[config.mk]
export PLATFORM = sky130hd
export DESIGN_NAME = sparse_chunk_buffer
export DESIGN_NICKNAME = d
export VERILOG_FILES = /design/src/rtl/sparse_chunk_pkg.sv /design/src/rtl/chunk_bank.sv /design/src/rtl/sparse_chunk_buffer.sv
export SDC_FILE = /design/constraint.sdc
export NUM_CORES = 2
export LEC_CHECK = 0
export BUFFER_PORTS_ARGS = -buffer_cell sky130_fd_sc_hd__buf_2
export CAP_MARGIN = 25
export CORE_MARGIN = 4
export CORE_UTILIZATION = 45
export CTS_BUF_LIST = sky130_fd_sc_hd__clkbuf_8
export CTS_CLUSTER_DIAMETER = 40
export DETAILED_ROUTE_END_ITERATION = 10
export MAX_ROUTING_LAYER = met4
export PLACE_DENSITY = 0.62
export SLEW_MARGIN = 20
export SYNTH_ARGS = -nofsm -noshare
export SYNTH_HDL_FRONTEND = slang
export SYNTH_SLANG_ARGS = --single-unit
[constraint.sdc]
create_clock -name clk_i -period 89 [get_ports clk_i]
set_clock_uncertainty 0.1 [all_clocks]
set_input_delay 17.8 -clock clk_i [delete_from_list [all_inputs] [get_ports clk_i]]
set_output_delay 17.8 -clock clk_i [all_outputs]
set_load 0.05 [all_outputs]
[src/rtl/sparse_chunk_pkg.sv]
// rtl/sparse_chunk_pkg.sv - shared bank state type and chunk geometry helpers
package sparse_chunk_pkg;

  typedef enum logic [1:0] {
    BANK_EMPTY = 2'd0,
    BANK_FILL  = 2'd1,
    BANK_FULL  = 2'd2
  } bank_state_e;

  function automatic int wr_beats(input int chunk_size, input int bus_size);
    return chunk_size / bus_size;
  endfunction

  function automatic int rd_windows(input int chunk_size, input int prefix_sum_size);
    return chunk_size / prefix_sum_size;
  endfunction

  // Index width that never collapses to zero bits for a single-entry space.
  function automatic int width_of(input int n);
    return (n > 1) ? $clog2(n) : 1;
  endfunction

endpackage

[src/rtl/chunk_bank.sv]
// rtl/chunk_bank.sv - one chunk bank: sparsemap, nonzero data bytes and running nnz
module chunk_bank
  import sparse_chunk_pkg::*;
#(
  parameter int CHUNK_SIZE      = 256,
  parameter int BUS_SIZE        = 128,
  parameter int PREFIX_SUM_SIZE = 32,
  localparam int WR_BEATS   = wr_beats(CHUNK_SIZE, BUS_SIZE),
  localparam int BEAT_W     = width_of(WR_BEATS),
  localparam int RD_WINDOWS = rd_windows(CHUNK_SIZE, PREFIX_SUM_SIZE),
  localparam int WIN_W      = width_of(RD_WINDOWS),
  localparam int IDX_W      = $clog2(CHUNK_SIZE),
  localparam int NNZ_W      = IDX_W + 1
) (
  input  logic                       clk_i,
  input  logic                       rst_i,
  input  logic                       wr_en_i,
  input  logic                       first_beat_i,
  input  logic [BEAT_W-1:0]          wr_beat_i,
  input  logic [BUS_SIZE-1:0]        wr_sparsemap_i,
  input  logic [BUS_SIZE*8-1:0]      wr_data_i,
  input  logic [IDX_W-1:0]           rd_idx_i,
  input  logic [WIN_W-1:0]           rd_win_i,
  output logic [7:0]                 rd_byte_o,
  output logic [NNZ_W-1:0]           nnz_o,
  output logic [PREFIX_SUM_SIZE-1:0] sparsemap_o
);

  logic [CHUNK_SIZE-1:0] r_sparsemap;
  logic [7:0]            r_data [CHUNK_SIZE];
  logic [NNZ_W-1:0]      r_nnz;
  logic [NNZ_W-1:0]      w_beat_pop;

  always_comb begin
    w_beat_pop = '0;
    for (int j = 0; j < BUS_SIZE; j++) begin
      w_beat_pop = w_beat_pop + NNZ_W'(wr_sparsemap_i[j]);
    end
  end

  // Storage is left unreset; the controller's EMPTY state hides stale contents.
  always_ff @(posedge clk_i) begin
    if (wr_en_i) begin
      r_sparsemap[BUS_SIZE*wr_beat_i +: BUS_SIZE] <= wr_sparsemap_i;
      for (int j = 0; j < BUS_SIZE; j++) begin
        r_data[BUS_SIZE*int'(wr_beat_i) + j] <= wr_data_i[8*j +: 8];
      end
    end
  end

  always_ff @(posedge clk_i or negedge rst_i) begin
    if (!rst_i) begin
      r_nnz <= '0;
    end else if (wr_en_i) begin
      r_nnz <= first_beat_i ? w_beat_pop : r_nnz + w_beat_pop;
    end
  end

  assign rd_byte_o   = r_data[rd_idx_i];
  assign nnz_o       = r_nnz;
  assign sparsemap_o = r_sparsemap[PREFIX_SUM_SIZE*rd_win_i +: PREFIX_SUM_SIZE];

endmodule

[src/rtl/sparse_chunk_buffer.sv]
// rtl/sparse_chunk_buffer.sv - multi-bank sparse chunk buffer: write controller and read mux
module sparse_chunk_buffer
  import sparse_chunk_pkg::*;
#(
  parameter int CHUNK_SIZE      = 256,
  parameter int BUS_SIZE        = 128,
  parameter int PREFIX_SUM_SIZE = 32,
  parameter int NUM_BANKS       = 2,
  localparam int WR_BEATS   = wr_beats(CHUNK_SIZE, BUS_SIZE),
  localparam int BEAT_W     = width_of(WR_BEATS),
  localparam int RD_WINDOWS = rd_windows(CHUNK_SIZE, PREFIX_SUM_SIZE),
  localparam int WIN_W      = width_of(RD_WINDOWS),
  localparam int BANK_W     = $clog2(NUM_BANKS),
  localparam int IDX_W      = $clog2(CHUNK_SIZE),
  localparam int ADDR_W     = IDX_W + 1
) (
  input  logic                       clk_i,
  input  logic                       rst_i,
  input  logic                       wr_valid_i,
  output logic                       wr_ready_o,
  input  logic [BUS_SIZE-1:0]        wr_sparsemap_i,
  input  logic [BUS_SIZE*8-1:0]      wr_nonzero_data_i,
  output logic                       rd_bank_valid_o,
  output logic [BANK_W-1:0]          rd_bank_o,
  output logic [ADDR_W-1:0]          rd_nnz_o,
  input  logic                       rd_req_i,
  input  logic [ADDR_W-1:0]          rd_addr_i,
  output logic [7:0]                 rd_data_o,
  output logic                       rd_data_valid_o,
  input  logic [WIN_W-1:0]           rd_sparsemap_addr_i,
  output logic [PREFIX_SUM_SIZE-1:0] rd_sparsemap_o,
  input  logic                       rd_release_i
);

  bank_state_e                r_state [NUM_BANKS];
  logic [BANK_W-1:0]          r_wr_ptr;
  logic [BANK_W-1:0]          r_rd_ptr;
  logic [BEAT_W-1:0]          r_beat;
  logic [7:0]                 r_rd_data;
  logic                       r_rd_data_valid;

  logic                       w_wr_fire;
  logic                       w_last_beat;
  logic                       w_rd_full;
  logic                       w_release;
  logic                       w_addr_in_range;
  logic [IDX_W-1:0]           w_rd_idx;
  logic [7:0]                 w_bank_byte [NUM_BANKS];
  logic [ADDR_W-1:0]          w_bank_nnz  [NUM_BANKS];
  logic [PREFIX_SUM_SIZE-1:0] w_bank_win  [NUM_BANKS];

  assign wr_ready_o      = (r_state[r_wr_ptr] != BANK_FULL);
  assign w_wr_fire       = wr_valid_i && wr_ready_o;
  assign w_last_beat     = (r_beat == BEAT_W'(WR_BEATS - 1));
  assign w_rd_full       = (r_state[r_rd_ptr] == BANK_FULL);
  assign w_release       = rd_release_i && w_rd_full;
  assign w_addr_in_range = (rd_addr_i != '0) && (rd_addr_i <= ADDR_W'(CHUNK_SIZE));
  // Addresses are 1-based; storage index is address minus one.
  assign w_rd_idx        = IDX_W'(rd_addr_i - ADDR_W'(1));

  for (genvar g = 0; g < NUM_BANKS; g++) begin : g_bank
    chunk_bank #(
      .CHUNK_SIZE      (CHUNK_SIZE),
      .BUS_SIZE        (BUS_SIZE),
      .PREFIX_SUM_SIZE (PREFIX_SUM_SIZE)
    ) u_bank (
      .clk_i          (clk_i),
      .rst_i          (rst_i),
      .wr_en_i        (w_wr_fire && (r_wr_ptr == BANK_W'(g))),
      .first_beat_i   (r_state[g] == BANK_EMPTY),
      .wr_beat_i      (r_beat),
      .wr_sparsemap_i (wr_sparsemap_i),
      .wr_data_i      (wr_nonzero_data_i),
      .rd_idx_i       (w_rd_idx),
      .rd_win_i       (rd_sparsemap_addr_i),
      .rd_byte_o      (w_bank_byte[g]),
      .nnz_o          (w_bank_nnz[g]),
      .sparsemap_o    (w_bank_win[g])
    );
  end

  // A bank being written is never FULL and a released bank always is, so the
  // write and release branches can never target the same bank in one cycle.
  always_ff @(posedge clk_i or negedge rst_i) begin
    if (!rst_i) begin
      for (int b = 0; b < NUM_BANKS; b++) begin
        r_state[b] <= BANK_EMPTY;
      end
      r_wr_ptr <= '0;
      r_rd_ptr <= '0;
      r_beat   <= '0;
    end else begin
      for (int b = 0; b < NUM_BANKS; b++) begin
        if (w_wr_fire && (r_wr_ptr == BANK_W'(b))) begin
          r_state[b] <= w_last_beat ? BANK_FULL : BANK_FILL;
        end else if (w_release && (r_rd_ptr == BANK_W'(b))) begin
          r_state[b] <= BANK_EMPTY;
        end
      end
      if (w_wr_fire) begin
        r_beat <= w_last_beat ? '0 : r_beat + BEAT_W'(1);
        if (w_last_beat) begin
          r_wr_ptr <= r_wr_ptr + BANK_W'(1);
        end
      end
      if (w_release) begin
        r_rd_ptr <= r_rd_ptr + BANK_W'(1);
      end
    end
  end

  always_ff @(posedge clk_i or negedge rst_i) begin
    if (!rst_i) begin
      r_rd_data       <= 8'h00;
      r_rd_data_valid <= 1'b0;
    end else begin
      r_rd_data_valid <= rd_req_i && w_rd_full;
      if (rd_req_i) begin
        r_rd_data <= (w_rd_full && w_addr_in_range) ? w_bank_byte[r_rd_ptr] : 8'h00;
      end
    end
  end

  assign rd_bank_valid_o = w_rd_full;
  assign rd_bank_o       = r_rd_ptr;
  assign rd_nnz_o        = w_bank_nnz[r_rd_ptr];
  assign rd_sparsemap_o  = w_bank_win[r_rd_ptr];
  assign rd_data_o       = r_rd_data;
  assign rd_data_valid_o = r_rd_data_valid;

endmodule
# After elaboration in Yosys (flattened, before gate mapping)
# Memories as Yosys holds them, arrays and structs flattened.
# Cells that the tools add are included.
# W data, S select, Z words.
[totals] ff_bits=546 ramBits=4096 input_bits=1169 output_inout_bits=53 elab_cells=332 mem_count=2
[classes] addsub=261 order_cmp=3 n_eq_ne=2 shifts=4 mux=30 bitwise=4 n_reduce_logical=15
[memory_table] memory="g_bank[0].u_bank.r_data" depth=256 word_bits=8 read_ports=1 rd_clocked_by_memory_dff=0 wr=128 line="chunk_bank.sv:30" text="logic [7:0] r_data [CHUNK_SIZE];"
[memory_table] memory="g_bank[1].u_bank.r_data" depth=256 word_bits=8 read_ports=1 rd_clocked_by_memory_dff=0 wr=128 line="chunk_bank.sv:30"
[op_table] cell="$add A9 B1 Y9" n=126
[op_table] cell="$add A8 B7 Y8 const B" n=64
[op_table] cell="$bwmux W256" n=2
[op_table] cell="$shiftx A256 B9 Y32" n=2
[op_table] cell="$add A8 B6 Y8 const B" n=32
[op_table] cell="$shift A128 B34 Y256 const A" n=1
[op_table] cell="$shiftx A128 B34 Y256" n=1
[op_table] cell="$add A8 B5 Y8 const B" n=16
[op_table] cell="$mux W32" n=3
[op_table] cell="$add A8 B4 Y8 const B" n=8
[op_table] cell="$mux W9" n=5
[op_table] cell="$neg A8 Y34" n=1
[op_table] cell="$add A8 B3 Y8 const B" n=4
[op_table] cell="$mux W8" n=4
[op_table] cell="$mux W2" n=11
[op_table] cell="$add A9 B9 Y9" n=2
[op_table] cell="$add A8 B2 Y8 const B" n=2
[op_table] cell="$le A9 B9 Y1 const B" n=1
[op_table] cell="$logic_and A1 B1 Y1" n=9
[op_table] cell="$reduce_bool A9 Y1" n=1
[op_table] cell="$add A8 B1 Y8 const B" n=1
[op_table] cell="$sub A8 B1 Y8 const B" n=1
[op_table] cell="$mux W1" n=5
[op_table] cell="$ge A2 B2 Y1 const B" n=2
[op_table] cell="other kinds (9)" n=15

# Longest topological paths before layout
[depth] ltp_word=129 mapped_depth=33 ltp_nobuf=33

# Hierarchy
# From an unflattened synthesis, not the netlist that was laid out.
[unflattened] cells_unflattened=8896 hier_area_um2=187164.5
[by_module_without_submodules] mod="chunk_bank (g_bank[1].u_bank)" n_inst=1 cells_each=4368 area_per_inst_um2=92889.1 seq_area_each_um2=69411.6
[by_module_without_submodules] mod="chunk_bank (g_bank[0].u_bank)" n_inst=1 cells_each=4381 area_per_inst_um2=92789.0 seq_area_each_um2=69411.6
[by_module_without_submodules] mod="sparse_chunk_buffer" n_inst=1 cells_each=147 area_per_inst_um2=1486.4 seq_area_each_um2=400.4

# Least setup slack after synthesis
# No wires, ideal clock.
[synth_path] path_kind="input -> register" from="input port wr_valid_i" to="memory g_bank[0].u_bank.r_data[0][0], enable pin" setup_time_ns=2.711 t_arrival_ns=65.736 t_required_ns=86.189 setup_slack_ns=20.452 stages=3 n_path_buf=1 path_cell_list="nand3_1 clkbuf_1 nor2_1"
[synth_rtl] element="start, declared" line="sparse_chunk_buffer.sv:19" text="input logic wr_valid_i,"
[synth_rtl] element="end, declared" line="chunk_bank.sv:30"

# Worst setup path after layout
[layout_path] from="input port rd_sparsemap_addr_i[0]" to="output port rd_sparsemap_o[14]"
[layout_between] elab_chain_len=4 elab_cells_between_ends=5 classes_between="shift (2); mux (3)"
[layout_rtl] element="start, declared" line="sparse_chunk_buffer.sv:30" text="input logic [WIN_W-1:0] rd_sparsemap_addr_i,"
[layout_rtl] element="$shiftx A256 B9 Y32" line="chunk_bank.sv:61" text="assign sparsemap_o = r_sparsemap[PREFIX_SUM_SIZE*rd_win_i +: PREFIX_SUM_SIZE];"
[layout_rtl] element="$mux W32 (implied by the code) * (3 in series)" line="sparse_chunk_buffer.sv:127" text="assign rd_sparsemap_o = w_bank_win[r_rd_ptr];"
[layout_rtl] element="end, declared" line="sparse_chunk_buffer.sv:31" text="output logic [PREFIX_SUM_SIZE-1:0] rd_sparsemap_o,"
# Every way passes the cells marked *; elsewhere a longest branch is shown, timed or not. The select of a mux whose other input is x is not followed.

==> reports/qor.txt <==
R2r setup slk = 81.21 ns
Leak = 71.10 nW
Pwr/cell area = 43.98 nW/um2
Crit. End Element = output port
Mapped Cells = 8,729
H-tree depth = 6
DIE AREA = 416,000 um2
Post-synth ARST share = 0.7324%
Synthesis-stage register bit count = 4,642
Crit-path max FO = 68
Pre-CTS setup slack = 50.46 ns
DP Wirelength = 391.1 mm
RR Endpoint = g_bank[1].u_bank.r_data[176][4]
Status = complete, no violations
Grt ovf = 0
NumNets Final = 11.77k
Initial core utilization = 45.26%
Synth Area in Simple Gates = 3.653%
PortBufs = 1,221
Post-synthesis mux area share = 14.94%
Die height = 645 um
Cts bufs inserted = 758
DRC viols = 0
Final Setup Violations = 0
Layout cells sized above 1 = 32.47%
Period utilisation layout = 43.26%
Worst setup path end = rd_sparsemap_o[14]
Iter 0 DRT Violations = 11.57k
Fmax = 25.98 MHz
Post-synthesis compound-gate area fraction = 1.755%
Sequential share of the synthesized area = 76.25%
Setup_tns = 0 ns
Yosys top cell by area = edfxtp_1
RD Place Congestion = 0.8811
Yosys warns = 0
Area share of xor/xnor cells in the synthesized design = 0.1734%
RR Startpoint = r_beat
Worst Path Required = 71.10 ns
Crit path DAT = 20.60 ns
Mapped Nets = 10.06k
Worst Setup Start Kind = primary input
Root Buffer = clkbuf_8
R2R depth = 8
Hold crit path type = reg2reg
Number of flops mapped to enable cells by yosys = 4,608
Detail Route Antenna Nets = 0
Largest net degree at the start of global routing = 147
# rows = 233
Setup ws final = 50.50 ns
Drt pass-1 iters = 7
Cts hold-fix bufs = 0
Slew Limit Fails = 0
Slew HR = 26.84%
Ports = 1,222
First-pass GRT wire length = 769.8 mm
Cell Area, Synth = 182,600 um2
Die X = 645 um
Mean Syn Cell Area = 20.92 um2
Measured slew at the worst slew-check pin = 1.097 ns
Drt via density = 5.769
TritonCTS clock tree = built
Worst-path clk slew = 0.05 ns
Shortest period the worst path allows = 38.50 ns
Yosys top cell area share = 75.78%
Placeable core area = 403,500 um2
Netlist cell types = 65
Hold path startpoint = g_bank[0].u_bank.nnz_o[2]
Setup bufs post-CTS = 0
CTS Buffer Depth = 4
Vias in the first global route = 98.69k
Vias = 97.13k
Critical path type = in2out
Largest family of logic cells by synthesized area = multiplexers
Initial antenna violation count = 540
Post-CTS sizing = 0
Ys flop type = edfxtp_1
Most area-consuming cells after synthesis = edfxtp_1 (76%), mux4_2 (14%), nand2_1 (1.5%)
Fin. Hold Viols = 0
Maxcap violations = 0
RSZ-0062 raised after global routing = false
Fillers = 32.16k
Cell with the most instances after synthesis = edfxtp_1
Multi-input logic area = 40,560 um2
Adder-Cell Fraction of Synth Area = 1.591%
Maximum VDD drop = 0.5042 mV
Final WL = 558.5 mm
Area grow syn2layout = 15.35%
Sequential cell area = 139,200 um2
Top cells by count, synth = edfxtp_1 (4,608), mux4_2 (1,150), nand2_1 (721)
Final hold slack = 0.4205 ns
TritonCTS Sinks = 4,642
All-Layer GR Usage = 27.19%
Avg WL per Cell = 33.17 um
CP startpoint = rd_sparsemap_addr_i[0]
Clock latency on the worst-skew pair = 1.26 ns
power breakdown:
group          switching [mW]  internal (mW)
clock network           0.865          0.900
registers              0.0903           2.89
logic                    2.64           1.88
cells in the final DEF (no fill, tap or decap), types with 37 or more instances in the layout:
master | synthesis | routed
buf_2 | 154 | 1219
o211ai_1 | 62 | 62
edfxtp_1 | 4608 | 4608
nand4_1 | 48 | 48
clkinv_2 | 0 | 70
a21oi_1 | 77 | 77
inv_1 | 203 | 432
nand2_1 | 721 | 721
and2_1 | 131 | 130
nor2_1 | 117 | 108
clkbuf_8 | 0 | 765
nand3_1 | 328 | 328
ha_1 | 45 | 44
a22oi_1 | 128 | 128
buf_4 | 54 | 174
o21ai_0 | 38 | 37
clkinv_1 | 0 | 184
diode_2 | 0 | 398
a31oi_1 | 56 | 55
nor2b_1 | 65 | 65
mux4_2 | 1150 | 1150
mux2i_1 | 128 | 128
fa_1 | 117 | 117
layout make-up:
cell class                 count  area share, %
antenna                      398         0.4729
inverter                     203         0.3618
clock buffer                 765          4.999
multi-input combinational   3405          19.26
timing repair buffer        1425          3.822
tap                         5405          3.211
clock inverter               593          1.770
sequential                  4642          66.11
per-layer routing:
| layer | vias up | global-route usage [%] | share of wire [%] |
|---|---|---|---|
| met1 | 51020 | 33.66 | 37 |
| met5 | - | - | 0 |
| met2 | 5021 | 41.96 | 48 |
| li1 | 39790 | - | - |
| met3 | 1300 | 7.071 | 9.5 |
| met4 | 0 | 13.15 | 5.5 |
logic make-up after synthesis:
group,after synthesis
AO/OA/AOI/OAI,466
buffers and inverters,682
multiplexers,1286
AND/OR/NAND/NOR,1460
adder cells (fa/ha/maj),162
flip-flops,4642
XOR/XNOR,31
worst max-delay path, cell delays in order:
cell and delay, ns:
buf_4 0.64, buf_4 0.91, mux4_2 0.41, mux4_2 0.56
buf_2 0.25
metrics by stage:
stage	power (mW)	utilization (%)	std cells	area, um2
floorplan	7.194	-	8729	182600
global placement	7.302	48.36	15070	195100
detailed placement	7.512	48.39	15080	195200
CTS	9.309	51.92	16430	209500
global route	9.961	52.13	16730	210400
finish	9.263	52.20	16840	210600
sequential cells by signal, indices dropped and copies added (netlist names):
signal                     flops
g_bank.u_bank.r_data        4096
g_bank.u_bank.r_sparsemap    512
g_bank.u_bank.nnz_o           18
rd_data_o                      8
r_state                        4
r_beat                         1
r_wr_ptr                       1
rd_bank_o                      1
rd_data_valid_o                1
worst min path at each step:
| stage | end | cells past startpoint | slack [ns] |
|---|---|---|---|
| 6_report | g_bank[0].u_bank.nnz_o[2] | 2 | 0.42 |
| 5_1_grt | g_bank[1].u_bank.nnz_o[0] | 2 | 0.46 |
| 4_1_cts | g_bank[0].u_bank.nnz_o[2] | 2 | 0.42 |
| 3_5_place_dp | g_bank[0].u_bank.nnz_o[2] | 2 | 0.41 |
| 3_3_place_gp | g_bank[1].u_bank.nnz_o[4] | 2 | 0.39 |
| 2_1_floorplan | g_bank[1].u_bank.nnz_o[0] | 2 | 0.37 |
No activity file was read; power rests on OpenSTA's default activity.
